File: config.mk
export PLATFORM = sky130hd
export DESIGN_NAME = sr_cmd_debouncer
export DESIGN_NICKNAME = d
export VERILOG_FILES = /design/src/rtl/sr_cmd_pkg.sv /design/src/rtl/sr_debounce_ch.sv /design/src/rtl/sr_cmd_debouncer.sv
export SDC_FILE = /design/constraint.sdc
export NUM_CORES = 1
export LEC_CHECK = 0
export ABC_CLOCK_PERIOD_IN_PS = 3460
export CAP_MARGIN = 5
export CORE_MARGIN = 2
export CORE_UTILIZATION = 61
export DETAILED_ROUTE_END_ITERATION = 7
export PLACE_DENSITY = 0.82
export SLEW_MARGIN = 20
export SYNTH_ARGS = -nofsm -noshare
export SYNTH_HDL_FRONTEND = slang
export SYNTH_SLANG_ARGS = --single-unit
File: constraint.sdc
create_clock -name clk -period 3.46 [get_ports clk]
set_clock_uncertainty 0.1 [all_clocks]
set_input_delay 0.519 -clock clk [delete_from_list [all_inputs] [get_ports clk]]
set_output_delay 0.519 -clock clk [all_outputs]
set_load 0.005 [all_outputs]
File: src/rtl/sr_cmd_pkg.sv
// sr_cmd_pkg: shared types and constants for the SR command debouncer.
package sr_cmd_pkg;

  // Debounce FSM states. The encoding keeps bit 1 equal to the debounced
  // level that the state is holding or leaving.
  typedef enum logic [1:0] {
    STABLE0 = 2'b00,
    PEND1   = 2'b01,
    STABLE1 = 2'b11,
    PEND0   = 2'b10
  } db_state_e;

  // Number of flops in each input synchronizer.
  localparam int SYNC_STAGES = 2;

endpackage : sr_cmd_pkg

File: src/rtl/sr_debounce_ch.sv
// sr_debounce_ch: one debounce channel.
// Raw input -> 2-flop synchronizer -> debounce FSM with a saturating
// qualification counter -> registered debounced level.
module sr_debounce_ch
  import sr_cmd_pkg::*;
#(
  parameter int DEBOUNCE_CYCLES = 16,
  parameter int CNT_W           = 5
) (
  input  logic clk,
  input  logic rst,
  input  logic i_raw,
  output logic o_level
);

  localparam logic [CNT_W-1:0] DB_MAX = CNT_W'(DEBOUNCE_CYCLES);

  logic [SYNC_STAGES-1:0] r_sync;
  logic                   w_synced;

  db_state_e              r_state;
  db_state_e              w_state_nxt;
  logic [CNT_W-1:0]       r_cnt;
  logic [CNT_W-1:0]       w_cnt_nxt;
  logic                   r_level;
  logic                   w_level_nxt;

  // Synchronizer shift register; the last stage is the synced value.
  // NOTE: sequential state uses non-blocking (<=) so every flop samples the
  // pre-edge values of its neighbours, giving a true shift register.
  always_ff @(posedge clk) begin
    if (rst) r_sync <= '0;
    else     r_sync <= {r_sync[SYNC_STAGES-2:0], i_raw};
  end

  assign w_synced = r_sync[SYNC_STAGES-1];

  // Next-state, counter and level decode for the debounce FSM.
  // NOTE: every output is defaulted to its held value first, so no path
  // through the case leaves a signal unassigned and no latch is inferred.
  always_comb begin
    w_state_nxt = r_state;
    w_cnt_nxt   = r_cnt;
    w_level_nxt = r_level;
    unique case (r_state)
      STABLE0: begin
        if (w_synced) begin
          w_state_nxt = PEND1;
          w_cnt_nxt   = CNT_W'(1);
        end
      end
      PEND1: begin
        if (!w_synced) begin
          w_state_nxt = STABLE0;   // bounce rejected
          w_cnt_nxt   = '0;
        end else if (r_cnt == DB_MAX) begin
          w_state_nxt = STABLE1;
          w_cnt_nxt   = '0;
          w_level_nxt = 1'b1;
        end else begin
          w_cnt_nxt   = r_cnt + CNT_W'(1);
        end
      end
      STABLE1: begin
        if (!w_synced) begin
          w_state_nxt = PEND0;
          w_cnt_nxt   = CNT_W'(1);
        end
      end
      PEND0: begin
        if (w_synced) begin
          w_state_nxt = STABLE1;   // bounce rejected
          w_cnt_nxt   = '0;
        end else if (r_cnt == DB_MAX) begin
          w_state_nxt = STABLE0;
          w_cnt_nxt   = '0;
          w_level_nxt = 1'b0;
        end else begin
          w_cnt_nxt   = r_cnt + CNT_W'(1);
        end
      end
      default: begin
        w_state_nxt = STABLE0;
        w_cnt_nxt   = '0;
        w_level_nxt = 1'b0;
      end
    endcase
  end

  // FSM state, counter and level registers; reset discards any pending count.
  always_ff @(posedge clk) begin
    if (rst) begin
      r_state <= STABLE0;
      r_cnt   <= '0;
      r_level <= 1'b0;
    end else begin
      r_state <= w_state_nxt;
      r_cnt   <= w_cnt_nxt;
      r_level <= w_level_nxt;
    end
  end

  assign o_level = r_level;

endmodule : sr_debounce_ch

File: src/rtl/sr_cmd_debouncer.sv
// sr_cmd_debouncer: turns two bouncy push buttons (SET, RESET) into
// single-cycle s/r command pulses for a clocked SR latch.
// Optional macro SR_CMD_RESET_PRIORITY_EN: on a simultaneous rise, issue
// r_o (reset wins) instead of suppressing both pulses. conflict_o is
// raised in both builds, and s_o and r_o are never high together.
module sr_cmd_debouncer
  import sr_cmd_pkg::*;
#(
  parameter int DEBOUNCE_CYCLES = 16,
  parameter int CNT_W           = 5
) (
  input  logic clk,
  input  logic rst,
  input  logic set_btn_i,
  input  logic rst_btn_i,
  output logic s_o,
  output logic r_o,
  output logic set_lvl_o,
  output logic rst_lvl_o,
  output logic conflict_o
);

  logic w_set_lvl;
  logic w_rst_lvl;
  logic r_set_lvl_q;
  logic r_rst_lvl_q;
  logic w_set_rise;
  logic w_rst_rise;
  logic w_s_nxt;
  logic w_r_nxt;
  logic w_conflict_nxt;
  logic r_s;
  logic r_r;
  logic r_conflict;

  sr_debounce_ch #(
    .DEBOUNCE_CYCLES (DEBOUNCE_CYCLES),
    .CNT_W           (CNT_W)
  ) u_set_ch (
    .clk     (clk),
    .rst     (rst),
    .i_raw   (set_btn_i),
    .o_level (w_set_lvl)
  );

  sr_debounce_ch #(
    .DEBOUNCE_CYCLES (DEBOUNCE_CYCLES),
    .CNT_W           (CNT_W)
  ) u_rst_ch (
    .clk     (clk),
    .rst     (rst),
    .i_raw   (rst_btn_i),
    .o_level (w_rst_lvl)
  );

  // Delayed copies of the debounced levels for rising-edge detection.
  always_ff @(posedge clk) begin
    if (rst) begin
      r_set_lvl_q <= 1'b0;
      r_rst_lvl_q <= 1'b0;
    end else begin
      r_set_lvl_q <= w_set_lvl;
      r_rst_lvl_q <= w_rst_lvl;
    end
  end

  assign w_set_rise = w_set_lvl & ~r_set_lvl_q;
  assign w_rst_rise = w_rst_lvl & ~r_rst_lvl_q;

  // Arbitration of same-edge rises; releases never produce a pulse.
  always_comb begin
    w_conflict_nxt = w_set_rise & w_rst_rise;
    w_s_nxt        = w_set_rise & ~w_rst_rise;
`ifdef SR_CMD_RESET_PRIORITY_EN
    w_r_nxt        = w_rst_rise;
`else
    w_r_nxt        = w_rst_rise & ~w_set_rise;
`endif
  end

  // Registered command pulses.
  always_ff @(posedge clk) begin
    if (rst) begin
      r_s        <= 1'b0;
      r_r        <= 1'b0;
      r_conflict <= 1'b0;
    end else begin
      r_s        <= w_s_nxt;
      r_r        <= w_r_nxt;
      r_conflict <= w_conflict_nxt;
    end
  end

  assign s_o        = r_s;
  assign r_o        = r_r;
  assign conflict_o = r_conflict;
  assign set_lvl_o  = w_set_lvl;
  assign rst_lvl_o  = w_rst_lvl;

endmodule : sr_cmd_debouncer

Word level (Yosys, flattened, before mapping)
Cells that the tools add are included.
Widths: inputs -> output; s select.
{ "word_totals": {"reg_bits": 25, "input_bits": 4} }
{ "classes": {"reduce_logical": 10, "n_bitwise": 9, "n_eq_ne": 24, "mux": 36, "addsub": 2} }
{ "op_table": {"columns": ["cell", "n"], "rows": [
  ["$mux 5", 10],
  ["$pmux 5 s4", 2],
  ["$mux 2", 12],
  ["$ne 2x1->1 const B", 8],
  ["$pmux 2 s4", 2],
  ["$add 5x1->5 const B", 2],
  ["$eq 5x5->1 const B", 2],
  ["$reduce_and 5->1", 2],
  ["$eq 2x2->1 const B", 4],
  ["$mux 1", 8],
  ["$ne 2x2->1 const B", 4],
  ["$reduce_and 4->1", 2],
  ["$ne 3x1->1 const B", 2],
  ["$ne 3x3->1 const B", 2],
  ["$and 1x1->1", 5],
  ["$eq 2x1->1 const B", 2],
  ["$logic_not 2->1", 2],
  ["$not 1->1", 4],
  ["$pmux 1 s2", 2],
  ["$reduce_and 2->1", 2],
  ["$reduce_bool 2->1", 2]
]} }

Depth between registers and ports, before layout
Gate-level depths: netlist (run 1).
{ "logic_depth": {"depth_word": 4, "ltp_mapped": 7, "mapped_depth_nobuf": 6} }

Modules after synthesis
Synthesis (run 1) repeated with hierarchy kept, for this count alone.
{ "hier_totals": {"hier_cells": 157, "hier_area_um2": 1381.3} }
{ "modules_own_cells": {"columns": ["module", "cells_per_inst", "seq_area_each_um2", "area_per_inst_um2", "n_inst"], "rows": [
  ["sr_debounce_ch (u_rst_ch)", 73, 200.2, 614.3, 1],
  ["sr_debounce_ch (u_set_ch)", 72, 200.2, 600.6, 1],
  ["sr_cmd_debouncer", 12, 100.1, 166.4, 1]
]} }

Worst setup path after synthesis (run 1)
Ideal clock, no wire load.
{ "synth_timing": {"path_type": "reg-to-reg", "startpoint": "register u_set_ch.r_state[0]", "endpoint": "register u_set_ch.r_cnt[3]", "path_buffers": 1, "arrival_ps": 1634, "stages_incl_launch_ff": 7, "slack_ps": 1656, "cell_sequence": "dfxtp_1 > inv_1 > ha_1 > clkbuf_1 > nand3_2 > or4_1 > a21oi_1"} }
{ "synth_via": {"elab_chain_cells": 3, "word_cells_on_any_way": 8, "cone_classes": "eq/ne: 5; mux: 1; reduce/logical: 2"} }
{ "synth_rtl": {"columns": ["element", "line", "text"], "rows": [
  ["start, declared", "sr_debounce_ch.sv:21", "db_state_e r_state;"],
  ["start signal, assigned", "sr_debounce_ch.sv:97", "r_state <= w_state_nxt;"],
  ["$eq 2x2->1 / $logic_not 2->1 (equally long branches)", "sr_debounce_ch.sv:45", "unique case (r_state)"],
  ["$ne 2x2->1 (no line) / $ne 2x1->1 (equally long branches)", null, null],
  ["$reduce_and 2->1 (no line)", null, null],
  ["end signal, assigned", "sr_debounce_ch.sv:98", "r_cnt <= w_cnt_nxt;"],
  ["end, declared", "sr_debounce_ch.sv:23", "logic [CNT_W-1:0] r_cnt;"]
]} }
Parallel ways exist; a longest one is shown, timed or not.
A chain may end at the register's enable or synchronous reset.

Worst setup path in the final report (run 1)
{ "layout_timing": {"startpoint": "register u_set_ch.r_state[1]", "endpoint": "register u_set_ch.r_cnt[3]"} }
Same word-level chain as after synthesis.

==> flow_summary.ini, run 1 <==
[run_status]
outcome = finished clean

[floorplanning]
fp.dieH_um = 51.0
row_count = 17
die-width_um = 51.0
die_area_sq_um = 2600
core_region_area_sq_um = 2150
start_util_pct = 62.8
io_pins = 9

[sta]
finalMaxSlewViolations = 0
tightest_slew_ns = 0.434
max_slew_margin_pct = 70.2
finalCriticalPeriod_ns = 1.91
fmax_mhz = 525
fin_crit_sh_pct = 55.1
rsz0062_at_grt = false
setup_viol = 0
tns_ns = 0
hold_viol = 0

[placement]
gp_congestion = 0.789
hpwl_mm = 1.75
placement.io_buffers = 8

[logic_synthesis]
netlist_top_cells_area = dfxtp_1 (37%), ha_1 (13%), mux2i_1 (5.2%)
synth_top_area_cell = dfxtp_1
synth-seq-cells = 25
syn_nets = 171
synth.distinct_cells = 35
avgSynthCellArea_sq_um = 8.82
syn_inst = 153
synth_top_cell_area_share_pct = 37.1
yosysWarnings = 0
synth_area_sq_um = 1350
seq_area_frac_synth_pct = 37.1

[worst_setup_path]
worstPathCellList = inv_1 > ha_1 > nand3_2 > or4_1 > a21oi_1
r2r_cells = 5
cp_data_required_time_ns = 3.62
rrSetupSlack_ns = 1.55
cp-end-kind = register
crit_type = reg -> reg
r2r-end = u_set_ch.r_cnt[3]
timing.rr.start = u_set_ch.r_state[1]
path_max_fanout = 8
critical_path_arrival_ns = 2.07
worst_path_max_delay_cell = or4_1
startpoint_type = register
cp-startpoint = u_set_ch.r_state[1]
critPathMaxStageDelay_ns = 0.49
crit_end = u_set_ch.r_cnt[3]

[clock_network]
htreeDepth = 1
cts-root-buf = clkbuf_4
cts_setup_buffers = 0
clk_path_buf_depth = 2
clk_pin_slew_ns = 0.13
clkLatencyLatePin_ns = 0.32
cts_hold_buf = 0
clkSinkCount = 25
cts_resized = 0
cts_made_buffers = 3
cts_tree = yes

[detailed_routing]
drtAntennaViolNets = 0
drc_errors = 0
first_iter_violations = 18
vias = 1073
via_per_inst = 5.71
wl_per_cell_um = 12.9
drt-total-wl_mm = 2.43
firstDrtPassIters = 4

[power_and_ir_drop]
p_leak_nw = 0.557
powerDensity_nw_per_um2 = 393
irDropWorstVdd_uv = 271
fin_total_pwr_w = 0.000576

[global_routing]
grt_usage_pct = 21.0
busiest_layer = met2
antenna_found_initial = 0
grt_pass1_vias = 950
use_met1_pct = 27.2
grtUsageMet2_pct = 31.8
grt_max_degree = 26
grt_first_pass_wirelength_mm = 4.06
use_met3_pct = 3.51
grt-ovfl-total = 0

[layout]
num-fill-cells = 165
layout-drive-gt1-share_pct = 5.63
multi_input_area_sq_um = 776
nets = 179
final-seq-area_sq_um = 500
antenna_cells = 0
area_growth_pct = 8.72

[flow_run]
cap_viol_max_count = 0

[min_path]
min_path_type = reg -> reg
## sequential cells by signal, summed over array words and instances, names as in the netlist
name	flops
u_set_ch.r_sync	2
r_rst_lvl_q	1
conflict_o	1
u_rst_ch.r_state	2
u_rst_ch.r_sync	2
r_set_lvl_q	1
u_set_ch.r_state	2
u_set_ch.r_cnt	5
s_o	1
r_o	1
u_rst_ch.o_level	1
u_set_ch.o_level	1
u_rst_ch.r_cnt	5
## cell families (layout without fill, tap and decap cells)
| logic type | count (synthesis) | after routing | synth area share [%] |
|---|---|---|---|
| fa+ha+maj | 14 | 14 | 13.0 |
| simple gates | 59 | 59 | 23.0 |
| mux | 10 | 10 | 8.26 |
| flops | 25 | 25 | 37.1 |
| buf+inv | 17 | 24 | 5.38 |
| compound gates | 28 | 28 | 13.3 |
## cell usage in the layout, fill, tap and decap left out, drive strengths merged, types with 2 or more instances in the layout
master,n
clkdlybuf4s50,8
nor2,13
a2bb2oi,2
ha,14
dfxtp,25
o211ai,2
nor3,2
nor3b,3
a21oi,12
inv,11
clkbuf,4
mux2i,7
nor2b,8
nand2,14
mux2,3
nand2b,2
or4,2
a31oi,2
o21ai,4
nand3,10
## synth_stat cells, drive strengths merged
cell	instances
o2111ai	1
o311ai	1
nand2b	2
mux2	3
nand3	10
o22a	1
o211ai	2
a311oi	1
nand4bb	1
mux2i	7
nand4	1
nand2	14
or4	2
nor2	13
dfxtp	25
nand3b	1
a21oi	12
buf	2
o21ai	4
a2bb2oi	2
nor3b	3
ha	14
and2	1
o21bai	1
o32a	1
clkbuf	4
nor2b	8
inv	11
a31oi	2
nor3	2
and4bb	1
## metal layers
metal	vias to the layer above	part of all wire, %
li1	539	-
met1	512	47
met2	18	47
met3	4	3.2
met4	0	2.2
met5	-	0
## area by class of cell
class / instances / area share (%)
Sequential cell: 25 / 34.1
Clock buffer: 4 / 1.79
Multi-Input combinational cell: 111 / 52.9
Inverter: 11 / 2.82
Tap cell: 28 / 2.39
Timing Repair Buffer: 9 / 5.97
## critical path: cells and delay by family (launching register included)
kind / cells / cell delay [ns]
buf+inv: 1 / 0.10
fa+ha+maj: 1 / 0.45
simple gates: 2 / 0.64
flops: 1 / 0.41
compound gates: 1 / 0.15
## through the flow
stage / instance area [sq um] / util [%] / worst slack [ns] / hold slack [ns] / instances
6_report: 1470 / 68.3 / 1.55 / 0.342 / 188
5_1_grt: 1470 / 68.3 / 1.45 / 0.377 / 188
4_1_cts: 1470 / 68.3 / 1.57 / 0.340 / 188
3_5_place_dp: 1440 / 67.0 / 1.36 / 0.308 / 184
3_3_place_gp: 1440 / 67.0 / 1.41 / 0.316 / 184
2_1_floorplan: 1350 / - / 1.66 / 0.290 / 153
## worst min path at each step
stage	startpoint	endpoint	slack, ns	cells past startpoint
global route	r_set_lvl_q	s_o	0.38	1
finish	r_set_lvl_q	s_o	0.34	1
CTS	r_set_lvl_q	s_o	0.34	1
global placement	u_rst_ch.r_sync[0]	u_rst_ch.r_sync[1]	0.32	1
floorplan	r_set_lvl_q	s_o	0.29	1
detailed placement	r_set_lvl_q	s_o	0.31	1
## power breakdown
| part | switching [W] | internal [W] |
|---|---|---|
| Clock | 0.0000844 | 0.0000452 |
| Combinational | 0.0000677 | 0.0000566 |
| Sequential | 0.0000156 | 0.000307 |
Note: power is estimated with default switching activity, not from simulation.
==> inputs of run 2 (changes only) <==
--- a/config.mk
+++ b/config.mk
@@ -5,12 +5,12 @@
 export SDC_FILE = /design/constraint.sdc
 export NUM_CORES = 1
 export LEC_CHECK = 0
-export ABC_CLOCK_PERIOD_IN_PS = 3460
+export ABC_CLOCK_PERIOD_IN_PS = 1900
 export CAP_MARGIN = 5
 export CORE_MARGIN = 2
-export CORE_UTILIZATION = 61
+export CORE_UTILIZATION = 57
 export DETAILED_ROUTE_END_ITERATION = 7
-export PLACE_DENSITY = 0.82
+export PLACE_DENSITY = 0.77
 export SLEW_MARGIN = 20
 export SYNTH_ARGS = -nofsm -noshare
 export SYNTH_HDL_FRONTEND = slang
==> constraint.sdc (replaced) <==
create_clock -name clk -period 1.9 [get_ports clk]
set_clock_uncertainty 0.1 [all_clocks]
set_input_delay 0.285 -clock clk [delete_from_list [all_inputs] [get_ports clk]]
set_output_delay 0.285 -clock clk [all_outputs]
set_load 0.005 [all_outputs]
==> flow_summary.ini, run 2 (same netlist as run 1, synthesis figures left out) <==
[global_routing]
antenna_found_initial = 0
grt_max_degree = 15
grt_usage_pct = 20.2
grt-ovfl-total = 0
grt_pass1_vias = 1065
grt_first_pass_wirelength_mm = 4.15

[layout]
layout.cells.non_filler = 192
area_growth_pct = 12.3
final_area_sq_um = 1520
layout-drive-gt1-share_pct = 10.4
fin_util_pct = 67.8
antenna_cells = 0
num-fill-cells = 198
mostFrequentLayoutCell = dfxtp_1
reg_top3 = u_rst_ch.r_cnt (5), u_set_ch.r_cnt (5)
layout_common_cells = dfxtp_1 (24), nand2_1 (14), nor2_1 (13), ha_1 (13)
nets = 183
multi_input_area_sq_um = 792
final-seq-area_sq_um = 502

[detailed_routing]
drtAntennaViolNets = 0
drt-total-wl_mm = 2.39
drc_errors = 0
wl_per_cell_um = 12.5
first_iter_violations = 21
firstDrtPassIters = 4
vias = 1088
via_per_inst = 5.67

[worst_setup_path]
critPathMaxStageDelay_ns = 0.52
worst_path_max_delay_cell = or4_1
startpoint_type = register
r2r_cells = 5
cp-end-kind = register
crit_type = reg -> reg
rrSetupSlack_ns = 0.07
critical_path_arrival_ns = 2.00
worstPathCellList = inv_1 > ha_4 > mux2_4 > or4_1 > a21oi_1
critical_path_cell_count = 5
path_buf_inv = 1
path_max_fanout = 8
cp_data_required_time_ns = 2.07
critPathTopFamily = simple AND/OR/NAND/NOR gates

[floorplanning]
fp.dieH_um = 52.6
io_pins = 9
start_util_pct = 60.4
row_count = 17
die_area_sq_um = 2770
die-width_um = 52.6
core_region_area_sq_um = 2230

[placement]
place_inst = 188
gp_congestion = 0.824
dpl_cell_area_sq_um = 1470
hpwl_mm = 1.78
placement.io_buffers = 8

[clock_network]
cts-root-buf = clkbuf_4
cts_resized = 0
clk_path_buf_depth = 2
cts_made_buffers = 3
cts_hold_buf = 0
htreeDepth = 1
clk_pin_slew_ns = 0.14
cts_setup_buffers = 0
clkLatencyLatePin_ns = 0.32
clkSinkCount = 25
cts_tree = yes

[sta]
max_slew_margin_pct = 77.8
rsz0062_at_grt = false
fmax_mhz = 548
finalMaxSlewViolations = 0
tns_ns = 0
hold_viol = 0
setup_viol = 0
finalCriticalPeriod_ns = 1.83
tightest_slew_ns = 0.323
fin_crit_sh_pct = 96.1

[min_path]
hold_depth = 1
min_path_type = reg -> reg

[power_and_ir_drop]
powerDensity_nw_per_um2 = 707
irDropWorstVdd_uv = 388
p_leak_nw = 0.580

[flow_run]
cap_viol_max_count = 0

[run_status]
outcome = finished clean
## run 2: final cells by class
cell class / count / area share, %
flip-flops and latches: 25 / 33.1
clock buffers: 3 / 1.49
well taps: 28 / 2.31
repair buffers: 13 / 7.76
inverters: 11 / 2.73
multi-input cells: 111 / 52.3
clock inverters: 1 / 0.330
## run 2: stage by stage
step | total power [W] | hold WS [ns] | worst slack (ns)
2_1_floorplan | 0.000753 | 0.290 | 0.0958
3_3_place_gp | 0.000820 | 0.295 | 0.136
3_5_place_dp | 0.000829 | 0.299 | 0.0431
4_1_cts | 0.00107 | 0.318 | 0.00545
5_1_grt | 0.00113 | 0.335 | 0.00152
6_report | 0.00107 | 0.316 | 0.0742
## run 2: where the power goes
group          switching, W  total, W  internal [W]
combinational      0.000123  0.000243      0.000120
sequential        0.0000278  0.000587      0.000559
clock              0.000163  0.000242     0.0000789
total              0.000314   0.00107      0.000758
## run 2: path summary, 6_finish.rpt
kind / from / end
max: u_set_ch.r_state[1] / u_set_ch.r_cnt[3]
min: r_set_lvl_q / s_o
max reg2reg: u_set_ch.r_state[1] / u_set_ch.r_cnt[3]
min reg2reg: r_set_lvl_q / s_o
## run 2: routing by layer
metal	routed length, um	share of wire, %	global-route usage, %
met5	0	0	0
met2	1130	47	35.2
met4	61	2.5	14.1
met1	1150	48	22.4
met3	55	2.3	2.57
==> inputs of run 3 (changes only) <==
--- a/config.mk
+++ b/config.mk
@@ -6,7 +6,7 @@
 export NUM_CORES = 1
 export LEC_CHECK = 0
 export ABC_CLOCK_PERIOD_IN_PS = 1900
-export CAP_MARGIN = 5
+export CAP_MARGIN = 20
 export CORE_MARGIN = 2
 export CORE_UTILIZATION = 57
 export DETAILED_ROUTE_END_ITERATION = 7
==> results of run 3 <==
No change in the layout: final DEF, timing and power equal those of run 2.
